<file path="src/rtl/overture_io_port_if.sv">
// Bus bundle between the OVERTURE I/O port and the CPU / host harness.
// OVERTURE_IO_ERRCNT_EN adds the saturating error counters to the bundle.
interface overture_io_port_if #(
  parameter int unsigned LW = 3
);
  logic          arch_input_enable;
  logic [7:0]    arch_input_value;
  logic          arch_output_enable;
  logic [7:0]    arch_output_value;
  logic          in_valid;
  logic          in_ready;
  logic [7:0]    in_data;
  logic          out_valid;
  logic          out_ready;
  logic [7:0]    out_data;
  logic [LW-1:0] in_level;
  logic [LW-1:0] out_level;
  logic          underflow;
  logic          overflow;
  logic          clear_flags;
`ifdef OVERTURE_IO_ERRCNT_EN
  logic [7:0]    underflow_cnt;
  logic [7:0]    overflow_cnt;
`endif

  // Harness side: CPU model plus host stream endpoints
  modport master (
    output arch_input_enable, arch_output_enable, arch_output_value,
    output in_valid, in_data, out_ready, clear_flags,
    input  arch_input_value, in_ready, out_valid, out_data,
    input  in_level, out_level, underflow, overflow
`ifdef OVERTURE_IO_ERRCNT_EN
    , input underflow_cnt, overflow_cnt
`endif
  );

  // I/O port side
  modport slave (
    input  arch_input_enable, arch_output_enable, arch_output_value,
    input  in_valid, in_data, out_ready, clear_flags,
    output arch_input_value, in_ready, out_valid, out_data,
    output in_level, out_level, underflow, overflow
`ifdef OVERTURE_IO_ERRCNT_EN
    , output underflow_cnt, overflow_cnt
`endif
  );
endinterface

</file>
<file path="src/rtl/overture_io_port.sv">
// Host-side I/O endpoint for the OVERTURE CPU: input and output byte FIFOs, never stalling the CPU.
// OVERTURE_IO_ERRCNT_EN adds saturating underflow/overflow event counters.
module overture_io_port #(
  parameter int unsigned DEPTH = 4,
  parameter int unsigned LW    = 3
) (
  input  logic               clk,
  input  logic               rst,
  overture_io_port_if.slave  io
);
  localparam int unsigned   PW       = $clog2(DEPTH);
  localparam logic [LW-1:0] FULL_LVL = LW'(DEPTH);

  logic [7:0]    in_mem_q  [DEPTH];
  logic [PW-1:0] in_wp_q, in_rp_q;
  logic [LW-1:0] in_lvl_q, in_lvl_d;
  logic [7:0]    out_mem_q [DEPTH];
  logic [PW-1:0] out_wp_q, out_rp_q;
  logic [LW-1:0] out_lvl_q, out_lvl_d;
  logic          uf_q, of_q;

  logic in_empty, in_push, in_pop, uf_evt;
  logic out_empty, out_full, out_push, out_pop, of_evt;

  assign in_empty  = (in_lvl_q == '0);
  assign in_push   = io.in_valid && io.in_ready;
  assign in_pop    = io.arch_input_enable && !in_empty;
  assign uf_evt    = io.arch_input_enable && in_empty;

  assign out_empty = (out_lvl_q == '0);
  assign out_full  = (out_lvl_q == FULL_LVL);
  assign out_pop   = io.out_valid && io.out_ready;
  // A full FIFO still takes the CPU byte when the host frees a slot on the same edge
  assign out_push  = io.arch_output_enable && (!out_full || out_pop);
  assign of_evt    = io.arch_output_enable && out_full && !out_pop;

  assign io.arch_input_value = (io.arch_input_enable && !in_empty) ? in_mem_q[in_rp_q] : 8'h00;
  assign io.in_ready         = (in_lvl_q != FULL_LVL);
  assign io.out_valid        = !out_empty;
  assign io.out_data         = out_empty ? 8'h00 : out_mem_q[out_rp_q];
  assign io.in_level         = in_lvl_q;
  assign io.out_level        = out_lvl_q;
  assign io.underflow        = uf_q;
  assign io.overflow         = of_q;

  always_comb begin
    in_lvl_d  = in_lvl_q;
    out_lvl_d = out_lvl_q;
    case ({in_push, in_pop})
      2'b10:   in_lvl_d = in_lvl_q + LW'(1);
      2'b01:   in_lvl_d = in_lvl_q - LW'(1);
      default: in_lvl_d = in_lvl_q;
    endcase
    case ({out_push, out_pop})
      2'b10:   out_lvl_d = out_lvl_q + LW'(1);
      2'b01:   out_lvl_d = out_lvl_q - LW'(1);
      default: out_lvl_d = out_lvl_q;
    endcase
  end

  // Storage carries no reset: empty FIFOs never expose their contents
  always_ff @(posedge clk) begin
    if (in_push)  in_mem_q[in_wp_q]   <= io.in_data;
    if (out_push) out_mem_q[out_wp_q] <= io.arch_output_value;
  end

  always_ff @(posedge clk or negedge rst) begin
    if (!rst) begin
      in_wp_q   <= '0;
      in_rp_q   <= '0;
      in_lvl_q  <= '0;
      out_wp_q  <= '0;
      out_rp_q  <= '0;
      out_lvl_q <= '0;
      uf_q      <= 1'b0;
      of_q      <= 1'b0;
    end else begin
      if (in_push)  in_wp_q  <= in_wp_q + PW'(1);
      if (in_pop)   in_rp_q  <= in_rp_q + PW'(1);
      if (out_push) out_wp_q <= out_wp_q + PW'(1);
      if (out_pop)  out_rp_q <= out_rp_q + PW'(1);
      in_lvl_q  <= in_lvl_d;
      out_lvl_q <= out_lvl_d;
      if (io.clear_flags) begin
        uf_q <= 1'b0;
        of_q <= 1'b0;
      end else begin
        if (uf_evt) uf_q <= 1'b1;
        if (of_evt) of_q <= 1'b1;
      end
    end
  end

`ifdef OVERTURE_IO_ERRCNT_EN
  logic [7:0] uf_cnt_q, of_cnt_q;

  always_ff @(posedge clk or negedge rst) begin
    if (!rst) begin
      uf_cnt_q <= 8'h00;
      of_cnt_q <= 8'h00;
    end else if (io.clear_flags) begin
      uf_cnt_q <= 8'h00;
      of_cnt_q <= 8'h00;
    end else begin
      if (uf_evt && (uf_cnt_q != 8'hFF)) uf_cnt_q <= uf_cnt_q + 8'd1;
      if (of_evt && (of_cnt_q != 8'hFF)) of_cnt_q <= of_cnt_q + 8'd1;
    end
  end

  assign io.underflow_cnt = uf_cnt_q;
  assign io.overflow_cnt  = of_cnt_q;
`endif
endmodule

</file>
<file path="src/flat_wrapper.sv">
// flat-port wrapper written by rule: the top's interface ports become plain ports
module overture_io_port_flat 
#(
  parameter int unsigned DEPTH = 4,
  parameter int unsigned LW    = 3
)
  (clk, rst, io_arch_input_enable, io_arch_output_enable, io_arch_output_value, io_in_valid, io_in_data, io_out_ready, io_clear_flags, io_arch_input_value, io_in_ready, io_out_valid, io_out_data, io_in_level, io_out_level, io_underflow, io_overflow);
  overture_io_port_if #(.LW(LW)) io_i ();
  input  logic clk;
  input  logic rst;
  input wire logic [$bits(io_i.arch_input_enable)-1:0] io_arch_input_enable;
  input wire logic [$bits(io_i.arch_output_enable)-1:0] io_arch_output_enable;
  input wire logic [$bits(io_i.arch_output_value)-1:0] io_arch_output_value;
  input wire logic [$bits(io_i.in_valid)-1:0] io_in_valid;
  input wire logic [$bits(io_i.in_data)-1:0] io_in_data;
  input wire logic [$bits(io_i.out_ready)-1:0] io_out_ready;
  input wire logic [$bits(io_i.clear_flags)-1:0] io_clear_flags;
  output wire logic [$bits(io_i.arch_input_value)-1:0] io_arch_input_value;
  output wire logic [$bits(io_i.in_ready)-1:0] io_in_ready;
  output wire logic [$bits(io_i.out_valid)-1:0] io_out_valid;
  output wire logic [$bits(io_i.out_data)-1:0] io_out_data;
  output wire logic [$bits(io_i.in_level)-1:0] io_in_level;
  output wire logic [$bits(io_i.out_level)-1:0] io_out_level;
  output wire logic [$bits(io_i.underflow)-1:0] io_underflow;
  output wire logic [$bits(io_i.overflow)-1:0] io_overflow;
  assign io_i.arch_input_enable = io_arch_input_enable;
  assign io_i.arch_output_enable = io_arch_output_enable;
  assign io_i.arch_output_value = io_arch_output_value;
  assign io_i.in_valid = io_in_valid;
  assign io_i.in_data = io_in_data;
  assign io_i.out_ready = io_out_ready;
  assign io_i.clear_flags = io_clear_flags;
  assign io_arch_input_value = io_i.arch_input_value;
  assign io_in_ready = io_i.in_ready;
  assign io_out_valid = io_i.out_valid;
  assign io_out_data = io_i.out_data;
  assign io_in_level = io_i.in_level;
  assign io_out_level = io_i.out_level;
  assign io_underflow = io_i.underflow;
  assign io_overflow = io_i.overflow;
  overture_io_port #(.DEPTH(DEPTH), .LW(LW)) u_core (.clk(clk), .rst(rst), .io(io_i));
endmodule
</file>
<file path="config.mk">
export PLATFORM = sky130hd
export DESIGN_NAME = overture_io_port_flat
export DESIGN_NICKNAME = d
export VERILOG_FILES = /design/src/rtl/overture_io_port_if.sv /design/src/rtl/overture_io_port.sv /design/src/flat_wrapper.sv
export SDC_FILE = /design/constraint.sdc
export NUM_CORES = 1
export LEC_CHECK = 0
export CAP_MARGIN = 20
export CORE_MARGIN = 2
export CORE_UTILIZATION = 53
export CTS_CLUSTER_DIAMETER = 60
export DETAILED_ROUTE_END_ITERATION = 8
export PLACE_DENSITY = 0.86
export SETUP_SLACK_MARGIN = 0.2
export SYNTH_ARGS = -nofsm -noshare
export SYNTH_HDL_FRONTEND = slang
export SYNTH_SLANG_ARGS = --single-unit
</file>
<file path="constraint.sdc">
create_clock -name clk -period 2.4 [get_ports clk]
set_input_delay 0.48 -clock clk [delete_from_list [all_inputs] [get_ports clk]]
set_output_delay 0.48 -clock clk [all_outputs]
set_load 0.005 [all_outputs]
</file>
==> metrics <==
Layout Area Growth over Synthesis 34.3%; final slew viol count 0; share of layout cells above drive strength 1 0.386; share of the yosys chip area belonging to registers 0.700; unique cell type count in the Yosys netlist 27; CTS tree yes; clk slew on worst S/H paths 0.08 ns; Synth Net Count 218; Routed WL about 6400 µm; Iter 0 DRT Violations 119; startpoint types flop; fillcell total around 340; Rel. slew slack 0.679; Yosys top cell by area edfxtp_1; VDD IR max a little over 0.7 mV; clk_skew about 0.0084 ns; vias in the first global route around 2000; Syn Inst Count 183; via count between 1500 and 2000; top post-synthesis cells by area edfxtp_1 58%, dfrtp_1 12%, mux4_2 11%; total die area 6910 µm²; DRC Markers 0; Diodes inserted 0; port bufs 48; top cell type's share of synthesized area 0.579; Ys Warns 0; starting density of the core 0.554; Avg Inst Size Synth between 15 and 20 µm²; first-pass GRT wire length just under 10000 µm; crit end category output pin; dpl hpwl about 3900 µm; worst setup path startpoint u_core.out_rp_q[0]$_DFFE_PN0P_; Inst Count DP between 300 and 400; static leakage between 1.5 and 2 nW; final weighted congestion in routability-driven placement between 0.7 and 0.8; RSZ-0062 raised after global routing true; ANT nets after route 0; power density over the cells 1250 nW/µm²; gr ovfl total 0; 1st-pass router iterations 6; Synth Cell Area 3320 µm²; width of the die 83.1 µm; final setup margin around 0.18 ns; critical path type flop to output pin; fin crit share 0.925; number of buffers created by CTS 9; Top Ports 49; Slew @ Worst Pin 0.481 ns; clock sinks 80; CP arrival around 1.7 ns; Total GRT Usage 0.190; largest net degree at the start of global routing 17; Hold WS about 0.45 ns; Req. time, crit path roughly 1.9 ns; Die Ht slightly above 80 µm; Clock Latency Late Sink approximately 0.34 ns; DP Worst Slack -0.106 ns; max-cap violation count 0; FF-to-FF Start u_core.io.in_level[0]$_DFFE_PN0P_; fin cells around 350; register bit total from synthesis 80; initial antenna violation count 0; row count 28; final setup fails 0; Max Clock Freq 450 MHz; # nets final just over 300; status completed; worst hold path type input port to async pin; CTS Root Cell clkbuf_8; CTS HTree Levels 3; crit path max fanout 7; min cycle time layout about 2.2 ns; Final Hold Viols 0; via density per instance approximately 5.3; clock buffer depth 2; wire per inst between 15 and 20 µm; core area ~6000 µm²; post-route setup TNS 0 ns
==> per-stage QoR <==
stage	util	power [mW]	cell area, µm²
3_5_place_dp	0.659	3.95	3950
2_1_floorplan	-	3.11	3320
6_report	0.744	5.56	4460
4_1_cts	0.723	5.33	4330
3_3_place_gp	0.659	3.87	3950
5_1_grt	0.744	5.90	4460
==> sequential cells by signal, indices dropped and copies added (netlist names) <==
register	count
u_core.in_mem_q	32
u_core.in_rp_q	2
u_core.in_wp_q	2
u_core.io.in_level	3
u_core.io.out_level	3
u_core.io.overflow	1
u_core.io.underflow	1
u_core.out_mem_q	32
u_core.out_rp_q	2
u_core.out_wp_q	2
==> worst paths after layout <==
kind | endpoint | slack [ns] | depth (start not counted)
max | io_out_data[1] | 0.18 | 5
min | u_core.out_rp_q[1]$_DFFE_PN0P_ | 0.45 | 2
max reg2reg | u_core.io.in_level[2]$_DFFE_PN0P_ | 0.24 | 9
min reg2reg | u_core.io.overflow$_DFFE_PN0P_ | 0.51 | 2
max in group asynchronous | u_core.io.in_level[1]$_DFFE_PN0P_ | 1.75 | 2
min in group clk | u_core.io.overflow$_DFFE_PN0P_ | 0.51 | 2
==> synth_stat cells <==
| library cell | n |
|---|---|
| a21oi_1 | 2 |
| and2_1 | 21 |
| and2_4 | 1 |
| and3_2 | 4 |
| buf_2 | 2 |
| clkbuf_1 | 4 |
| dfrtp_1 | 16 |
| edfxtp_1 | 64 |
| fa_1 | 2 |
| ha_1 | 10 |
| inv_1 | 12 |
| mux2_2 | 1 |
| mux2_4 | 1 |
| mux2i_1 | 1 |
| mux4_2 | 16 |
| nand2_1 | 2 |
| nand3_1 | 1 |
| nor2_1 | 4 |
| nor2b_1 | 1 |
| nor3_1 | 1 |
| nor4b_1 | 1 |
| o21ai_0 | 1 |
| o31a_2 | 1 |
| or3_1 | 1 |
| or3b_4 | 1 |
| xnor2_1 | 6 |
| xor2_1 | 6 |
==> critical path, cell delays in order (launching register included) <==
cell,delay (ns)
dfrtp_1,0.40
buf_12,0.15
buf_12,0.10
mux4_2,0.49
and2_4,0.15
buf_6,0.10
==> power breakdown <==
part / internal (mW) / switching, mW
clock: 0.720 / 0.461
combinational: 1.41 / 0.839
sequential: 1.88 / 0.261
total: 4.00 / 1.56
==> area by class of cell <==
| cell class | count | area (µm²) | area share |
|---|---|---|---|
| clock buffer | 11 | 141 | 0.0317 |
| clock inverter | 5 | 104 | 0.0233 |
| inverter | 12 | 45.0 | 0.0101 |
| tap | 75 | 93.8 | 0.0211 |
| timing repair buffer | 78 | 748 | 0.168 |
| multi-input combinational | 86 | 998 | 0.224 |
| sequential | 80 | 2330 | 0.522 |
==> layout by cell type, fill, tap and decap left out, types with 7 or more instances in the layout <==
cell	synthesis	layout
buf_6	0	16
dfrtp_1	16	13
edfxtp_1	64	64
inv_1	12	12
and2_1	21	10
buf_2	2	7
clkbuf_8	0	10
buf_4	0	18
clkdlybuf4s50_1	0	29
mux4_2	16	16
and2_4	1	12
ha_1	10	9
==> what timing repair did <==
action | CTS | global route
gates resized for setup | 77 | 25
endpoints found under the setup margin | 19 | 20
setup buffers | 15 | 6
pin swaps | 15 | 7
endpoints found under the hold margin | 0 | 0
hold buffers | 0 | 0
gates cloned | 0 | 1
==> metal layers <==
metal,share of wire,vias up,track usage
met5,0,-,0
met4,0.014,0,0.0760
met3,0.046,5,0.0358
met2,0.51,53,0.324
met1,0.43,945,0.241
li1,-,842,-
==> cell families (layout without fill, tap and decap cells) <==
family / Yosys count / after routing / synth area share
DFF: 80 / 80 / 0.700
xor gates and xnor gates: 12 / 12 / 0.0317
adders and majority gates: 12 / 12 / 0.0498
buffers and inverters: 18 / 106 / 0.0211
AOI/OAI and AO/OA: 4 / 4 / 0.00754
and+or+nand+nor: 38 / 39 / 0.0709
muxes: 19 / 19 / 0.119
Power figures use the tool's default switching activity.
